**config.mk**
```make
export PLATFORM = sky130hd
export DESIGN_NAME = pipe_stage_skid
export DESIGN_NICKNAME = d
export VERILOG_FILES = /design/src/rtl/pipe_stage_skid.sv
export SDC_FILE = /design/constraint.sdc
export NUM_CORES = 1
export LEC_CHECK = 0
export CORE_ASPECT_RATIO = 1.75
export CORE_MARGIN = 10
export CORE_UTILIZATION = 42
export CTS_BUF_LIST = sky130_fd_sc_hd__clkbuf_16
export CTS_CLUSTER_DIAMETER = 100
export CTS_CLUSTER_SIZE = 10
export DETAILED_ROUTE_END_ITERATION = 8
export PLACE_DENSITY_LB_ADDON = 0.2
export SLEW_MARGIN = 5
export SYNTH_ARGS = -nofsm -noshare
export SYNTH_HDL_FRONTEND = slang
export SYNTH_SLANG_ARGS = --single-unit
```
**constraint.sdc**
```tcl
create_clock -name clk -period 1.8 [get_ports clk]
set_input_delay 0.18 -clock clk [delete_from_list [all_inputs] [get_ports clk]]
set_output_delay 0.18 -clock clk [all_outputs]
set_load 0.01 [all_outputs]
```
**src/rtl/pipe_stage_skid.sv**
```systemverilog
// pipe_stage_skid: two-entry skid-buffered pipeline stage.
// The valid/ready handshake, flush-to-bubble and conditional-link write-enable
// qualification happen at capture.
// Optional feature macro: PIPE_STAGE_SKID_STATS_EN adds the stall and flush counters
// behind the stall_cnt/flush_cnt ports. When it is undefined, those ports read 0.
//
// Handshake: an entry transfers upstream when in_valid & in_ready, and downstream
// when out_valid & out_ready. in_ready is a registered copy of (occupancy != 2), so
// it never depends combinationally on out_ready. out_* are registered and hold
// steady while out_valid & ~out_ready.
module pipe_stage_skid #(
   parameter int                 DATA_W     = 96,
   parameter int                 CTRL_W     = 32,
   parameter logic [DATA_W-1:0]  RESET_DATA = '0
) (
   input  logic              clk,
   input  logic              reset,
   input  logic              flush,
   input  logic              in_valid,
   output logic              in_ready,
   input  logic [DATA_W-1:0] in_data,
   input  logic [CTRL_W-1:0] in_ctrl,
   input  logic              in_wr_en,
   input  logic              in_link_cond,
   input  logic              in_link_taken,
   output logic              out_valid,
   input  logic              out_ready,
   output logic [DATA_W-1:0] out_data,
   output logic [CTRL_W-1:0] out_ctrl,
   output logic              out_wr_en,
   output logic [1:0]        occupancy,
   output logic [31:0]       stall_cnt,
   output logic [31:0]       flush_cnt
);

   // The control bubble value is the low bits of RESET_DATA, zero-extended if CTRL_W is wider.
   localparam logic [CTRL_W-1:0] RESET_CTRL = CTRL_W'(RESET_DATA);

   // The state encoding equals the entry count, so occupancy is the FSM state itself.
   typedef enum logic [1:0] {
      S_EMPTY = 2'd0,
      S_ONE   = 2'd1,
      S_TWO   = 2'd2
   } state_e;

   state_e            state_q, state_d;
   logic [DATA_W-1:0] main_data_q, main_data_d;
   logic [CTRL_W-1:0] main_ctrl_q, main_ctrl_d;
   logic              main_wr_q, main_wr_d;
   logic [DATA_W-1:0] skid_data_q, skid_data_d;
   logic [CTRL_W-1:0] skid_ctrl_q, skid_ctrl_d;
   logic              skid_wr_q, skid_wr_d;
   logic              in_ready_q, in_ready_d;
   logic              out_valid_q, out_valid_d;
   logic [1:0]        occupancy_q, occupancy_d;

   logic accept;
   logic pop;
   logic wr_qual;

   assign accept  = in_valid & in_ready_q;
   assign pop     = out_valid_q & out_ready;
   // Only the qualified write enable is stored. A conditional link writes only when its branch is taken.
   assign wr_qual = in_wr_en & (~in_link_cond | in_link_taken);

   // Next-state and entry movement. flush overrides any accept or pop in the same cycle.
   always_comb begin
      state_d     = state_q;
      main_data_d = main_data_q;
      main_ctrl_d = main_ctrl_q;
      main_wr_d   = main_wr_q;
      skid_data_d = skid_data_q;
      skid_ctrl_d = skid_ctrl_q;
      skid_wr_d   = skid_wr_q;
      if (flush) begin
         state_d     = S_EMPTY;
         main_data_d = RESET_DATA;
         main_ctrl_d = RESET_CTRL;
         main_wr_d   = 1'b0;
         skid_data_d = RESET_DATA;
         skid_ctrl_d = RESET_CTRL;
         skid_wr_d   = 1'b0;
      end else begin
         case (state_q)
            S_EMPTY: begin
               if (accept) begin
                  state_d     = S_ONE;
                  main_data_d = in_data;
                  main_ctrl_d = in_ctrl;
                  main_wr_d   = wr_qual;
               end
            end
            S_ONE: begin
               if (accept && !pop) begin
                  // Head stalls, so the younger entry parks in skid.
                  state_d     = S_TWO;
                  skid_data_d = in_data;
                  skid_ctrl_d = in_ctrl;
                  skid_wr_d   = wr_qual;
               end else if (accept && pop) begin
                  main_data_d = in_data;
                  main_ctrl_d = in_ctrl;
                  main_wr_d   = wr_qual;
               end else if (pop) begin
                  // Draining to empty leaves a bubble on the outputs.
                  state_d     = S_EMPTY;
                  main_data_d = RESET_DATA;
                  main_ctrl_d = RESET_CTRL;
                  main_wr_d   = 1'b0;
               end
            end
            S_TWO: begin
               if (pop) begin
                  state_d     = S_ONE;
                  main_data_d = skid_data_q;
                  main_ctrl_d = skid_ctrl_q;
                  main_wr_d   = skid_wr_q;
                  skid_data_d = RESET_DATA;
                  skid_ctrl_d = RESET_CTRL;
                  skid_wr_d   = 1'b0;
               end
            end
            default: begin
               state_d     = S_EMPTY;
               main_data_d = RESET_DATA;
               main_ctrl_d = RESET_CTRL;
               main_wr_d   = 1'b0;
            end
         endcase
      end
      in_ready_d  = (state_d != S_TWO);
      out_valid_d = (state_d != S_EMPTY);
      occupancy_d = state_d;
   end

   // State, entry storage and registered handshake flags, with synchronous reset.
   always_ff @(posedge clk) begin
      if (reset) begin
         state_q     <= S_EMPTY;
         main_data_q <= RESET_DATA;
         main_ctrl_q <= RESET_CTRL;
         main_wr_q   <= 1'b0;
         skid_data_q <= RESET_DATA;
         skid_ctrl_q <= RESET_CTRL;
         skid_wr_q   <= 1'b0;
         in_ready_q  <= 1'b1;
         out_valid_q <= 1'b0;
         occupancy_q <= 2'd0;
      end else begin
         state_q     <= state_d;
         main_data_q <= main_data_d;
         main_ctrl_q <= main_ctrl_d;
         main_wr_q   <= main_wr_d;
         skid_data_q <= skid_data_d;
         skid_ctrl_q <= skid_ctrl_d;
         skid_wr_q   <= skid_wr_d;
         in_ready_q  <= in_ready_d;
         out_valid_q <= out_valid_d;
         occupancy_q <= occupancy_d;
      end
   end

   assign in_ready  = in_ready_q;
   assign out_valid = out_valid_q;
   assign out_data  = main_data_q;
   assign out_ctrl  = main_ctrl_q;
   assign out_wr_en = main_wr_q;
   assign occupancy = occupancy_q;

`ifdef PIPE_STAGE_SKID_STATS_EN
   logic [31:0] stall_cnt_q, stall_cnt_d;
   logic [31:0] flush_cnt_q, flush_cnt_d;

   // Counters step by one on each stalled head cycle and on each flush cycle, and wrap naturally.
   always_comb begin
      stall_cnt_d = stall_cnt_q + {31'd0, (out_valid_q & ~out_ready)};
      flush_cnt_d = flush_cnt_q + {31'd0, flush};
   end

   // Counter registers, which are cleared by reset.
   always_ff @(posedge clk) begin
      if (reset) begin
         stall_cnt_q <= 32'd0;
         flush_cnt_q <= 32'd0;
      end else begin
         stall_cnt_q <= stall_cnt_d;
         flush_cnt_q <= flush_cnt_d;
      end
   end

   assign stall_cnt = stall_cnt_q;
   assign flush_cnt = flush_cnt_q;
`else
   assign stall_cnt = 32'd0;
   assign flush_cnt = 32'd0;
`endif

endmodule
```
* Word level (Yosys, flattened, before mapping)
Cells that the tools add are included.
** Storage, ports and cells
- Output and inout port bits :: 197
- Register bits :: 262
** Cells by class
- Bitwise gates (word level) :: 5
- Reduce and logical (&&, ||, !) cells :: 9
- Equality and inequality tests :: 8
- Mux-type cells :: 31
** Operators by type and width (count)
- $mux W96 :: 6
- $pmux W96 S3 :: 1
- $mux W32 :: 6
- $pmux W96 S2 :: 1
- $pmux W32 S3 :: 1
- $pmux W32 S2 :: 1
- $mux W2 :: 6
- $ne A2 B2 Y1 const B :: 5
- $mux W1 :: 6
- $pmux W2 S3 :: 1
- $reduce_and A4 Y1 :: 1
- $reduce_bool A2 Y1 :: 2
- $and A1 B1 Y1 :: 3
- $ne A3 B3 Y1 const B :: 1
- $pmux W1 S3 :: 1
- $reduce_and A3 Y1 :: 1
- $eq A2 B1 Y1 const B :: 1
- $eq A2 B2 Y1 const B :: 1
- $logic_and A1 B1 Y1 :: 2
- $logic_not A2 Y1 :: 1
- $pmux W1 S2 :: 1
- $reduce_or A2 Y1 :: 1
- $logic_not A1 Y1 :: 1
- $not A1 Y1 :: 1
- $or A1 B1 Y1 :: 1

* Longest topological paths before layout
- Depth after elaboration :: 7
- Depth in mapped cells :: 8
- Mapped depth without buffers :: 4

* Least setup slack after synthesis
Ideal clock, no wire load.
- Kind :: register to register
- Start point :: register, netlist name occupancy[1]
- End point :: register main_data_q[14], in the netlist out_data[14]
- Arrival time :: 1.675 ns
- Cell stages (with the launch flop) :: 9
- Clock period less this slack :: 1.797 ns
- Required time :: 1.678 ns
- Buffers on the path :: 4
- Library setup time :: 0.122 ns
- Setup slack :: 0.003 ns
- Cell sequence :: dfxtp_1 -> buf_4 -> and3b_1 -> buf_2 -> o32a_1 -> nor2_4 -> buf_8 -> buf_4 -> a221o_1
** RTL lines
- end signal, assigned :: line 151 : main_data_q <= main_data_d;
- end, declared :: line 47 : logic [DATA_W-1:0] main_data_q, main_data_d;

* Final worst setup path
- Start point :: register out_valid_q, in the netlist out_valid
- End point :: output out_valid
** RTL lines
- start, declared :: line 54 : logic out_valid_q, out_valid_d;
- start signal, assigned :: line 158 : out_valid_q <= out_valid_d;
- end, declared :: line 26 : output logic out_valid,
No word-level cell between the ends.

==> results.md <==
- Via density per instance: 5.73
- Yosys reg bits: about 260
- Share of layout cells above drive strength 1: 7.76%
- Most common cell in the netlist: dfxtp_1
- Post-synth EDFFs: 0
- FILL cells: 2,244
- CTS tree: built
- CP Launch Type: register
- Footprint of the multi-input gates: 4660 um^2
- ANT nets after route: 0
- First-pass GRT wire length: 54,200 um
- Avg Inst Size Synth: between 9 and 10 um^2
- Synth warnings: 0
- Final Hold Fails: 0
- PortBufs: between 200 and 300
- Core area: 25,200 um^2
- Chip width: 141 um
- Worst-Skew Late Latency: 0.54 ns
- Total Nets Final: 1,502
- Pin count of the biggest net entering global routing: 82
- Area after DPL: about 14,000 um^2
- Setup crit end kind: output port
- Critical Path Slowest Stage Cell: clkdlybuf4s50_1
- Max Slew Vio Count: 0
- Total Routing Usage GR: roughly a fifth
- Crit Path Max Fanout: 6
- Psw: about 0.0031 W
- Clock Tree Buf Depth: 3
- Layout area overhead: 36.8%
- Sw frac: 23.9%
- Max cap viols: 0
- Total negative slack: 0 ns
- Initial antenna violation count: 6
- CP Data Required Time: 1.62 ns
- Wire length per cell: 20.6 um
- Initial core utilization: 42.4%
- Rows: 77
- Post-DP HPWL: 23,500 um
- Peak VDD IR: 0.753 mV
- Die footprint: between 30,000 and 40,000 um^2
- # IOs: 333
- Share of Yosys cell area claimed by the top area cell type: 49.0%
- CP max stage delay: 0.62 ns
- Die height: 231 um
- Largest cells by area after synthesis: dfxtp_1 (49%), a22oi_1 (18%), a221o_1 (12%)
- Sequential cell area fraction in the yosys report: a little under 50%
- Top Family by Delay on Critical Path: buffers and inverters
- RSZ-0062 raised after global routing: false
- Total power: 0.0128 W
- Synth cell types: 37
- Via Count: 9,674
- Cells after synthesis: 1,119
- Hold_ws: 0.303 ns
- Fin area: 14,600 um^2
- Clock Skew: 0.0126 ns
- Drt pass-1 iters: 6
- Max Freq: 572 MHz
- CP arrival: about 1.6 ns
- Slew @ Worst Pin: 0.583 ns
- HP Class: primary input to register
- Reg clk slew, reported paths: 0.06 ns
- Final period util: a little over nine tenths
- Power per cell area: 876 nW/um^2
- Drt total wl: 34,700 um
- Comb power frac: between 10 and 15%
- Gr ovfl total: 0
- Clock sink count: roughly 260
- Power Internal: roughly 0.0098 W
- Status: finished, final reports clean
- Mapped Area: 10,700 um^2
- Relative slew slack: about three fifths
- GPL Wtd Cong: a little under 0.8
- DP Cell Count: about 1.6k
- DRC violations left: 0
- P_leak: 5.24 nW
- Crit Path Class: register to output port
- Inserted Clock Buffers: 30
- Vias in the first global route: slightly below 10k
- Initial DRC Count: roughly 650
- Reg area: 5250 um^2
- Commonest cells post-synth: dfxtp_1 (262), nor2_1 (260), a22oi_1 (255), a221o_1 (127), buf_4 (67)
- Final Non-Filler Cells: about 1.7k
- CP Cell Sequence: clkdlybuf4s50_1
- Sequential Power Share: 47.0%
- Post-synth top area cell: dfxtp_1
- Min Tclk post-route: roughly 1.7 ns
- Setup-failing EPs final: 0
- Crit path buf inv count: 1
- Ys flop type: dfxtp_1
- Asr flop ratio synth: 0%
- Clk root buf: clkbuf_16
- Clock power frac: between 40% and 50%
- CTS H-tree depth: 1
final timing paths:
| kind | to | from | slack [ns] | depth (start not counted) |
|---|---|---|---|---|
| worst min-delay path | out_data[20]$_SDFFE_PP0P_ | in_data[20] | 0.30 | 2 |
| worst max-delay path | out_valid | out_valid$_SDFF_PP0_ | 0.05 | 1 |
| worst min register to register | out_data[81]$_SDFFE_PP0P_ | out_data[81]$_SDFFE_PP0P_ | 0.47 | 1 |
| worst max register to register | out_data[6]$_SDFFE_PP0P_ | occupancy[1]$_SDFF_PP0_ | 0.07 | 6 |
placed cells by master (no fill, tap or decap), types with 2 or more instances in the layout:
cell and count:
clkdlybuf4s50_1 267, nor2_1 260, dfxtp_1 260, a22oi_1 255
a221o_1 127, conb_1 64, buf_4 35, clkbuf_16 32
buf_12 28, diode_2 6, nand2_1 4, nand2b_1 2
a32oi_1 2, a21oi_1 2, dfxtp_2 2
registers in the layout, summed over array words and instances (netlist names):
signal       cells
out_data        96
skid_data_q     96
occupancy        2
out_ctrl        32
skid_wr_q        1
out_wr_en        1
out_valid        1
skid_ctrl_q     32
in_ready         1
per-layer routing:
metal  up-vias  wire length [um]  share of wire (%)  track usage [%]
met5         -                 0                  0                0
met4         0              1120                3.2             8.48
met3        61              2830                8.1             5.59
met2       398             17300                 50             33.8
met1      4642             13500                 39             22.8
li1       4573                 -                  -                -
cell type report:
cell class              count  share of cell area [%]
clock buffers              31                    5.30
inverters                   1                  0.0256
flip-flops and latches    262                    35.8
well taps                 316                    2.70
clock inverters             1                  0.0598
multi-input cells         739                    31.9
repair buffers            332                    24.1
diodes                      6                   0.103
stage by stage:
stage / utilization [%] / worst slack [ns]
2_1_floorplan: - / 0.00347
3_3_place_gp: 54.6 / -0.208
3_5_place_dp: 54.6 / -0.219
4_1_cts: 57.8 / 0.00378
5_1_grt: 58.0 / 0.00161
6_report: 58.0 / 0.0515
power groups by stage:
stage	clock, W	sequential, W	combinational, W
after floorplan	0	0.00618	0.000748
after global placement	0	0.00615	0.00155
after detailed placement	0	0.00615	0.00157
after CTS	0.00532	0.00603	0.00157
after global routing	0.00554	0.00604	0.00171
final	0.00520	0.00603	0.00159
cells by family after synthesis:
logic type      Yosys count  share of synthesized area [%]
compound gates          395                           30.7
simple gates            279                           10.2
flops                   262                           49.0
buf+inv                 181                           9.96
mux                       1                         0.0935
other cells               1                         0.0350
repair_timing:
action | in CTS | in global routing
cloned | 0 | 1
buffers inserted | 0 | 1
hold buffers | 0 | 0
setup endpoints to repair | 1 | 102
pin swaps | 0 | 1
resized for setup | 2 | 1
No activity file was read; power rests on OpenSTA's default activity.
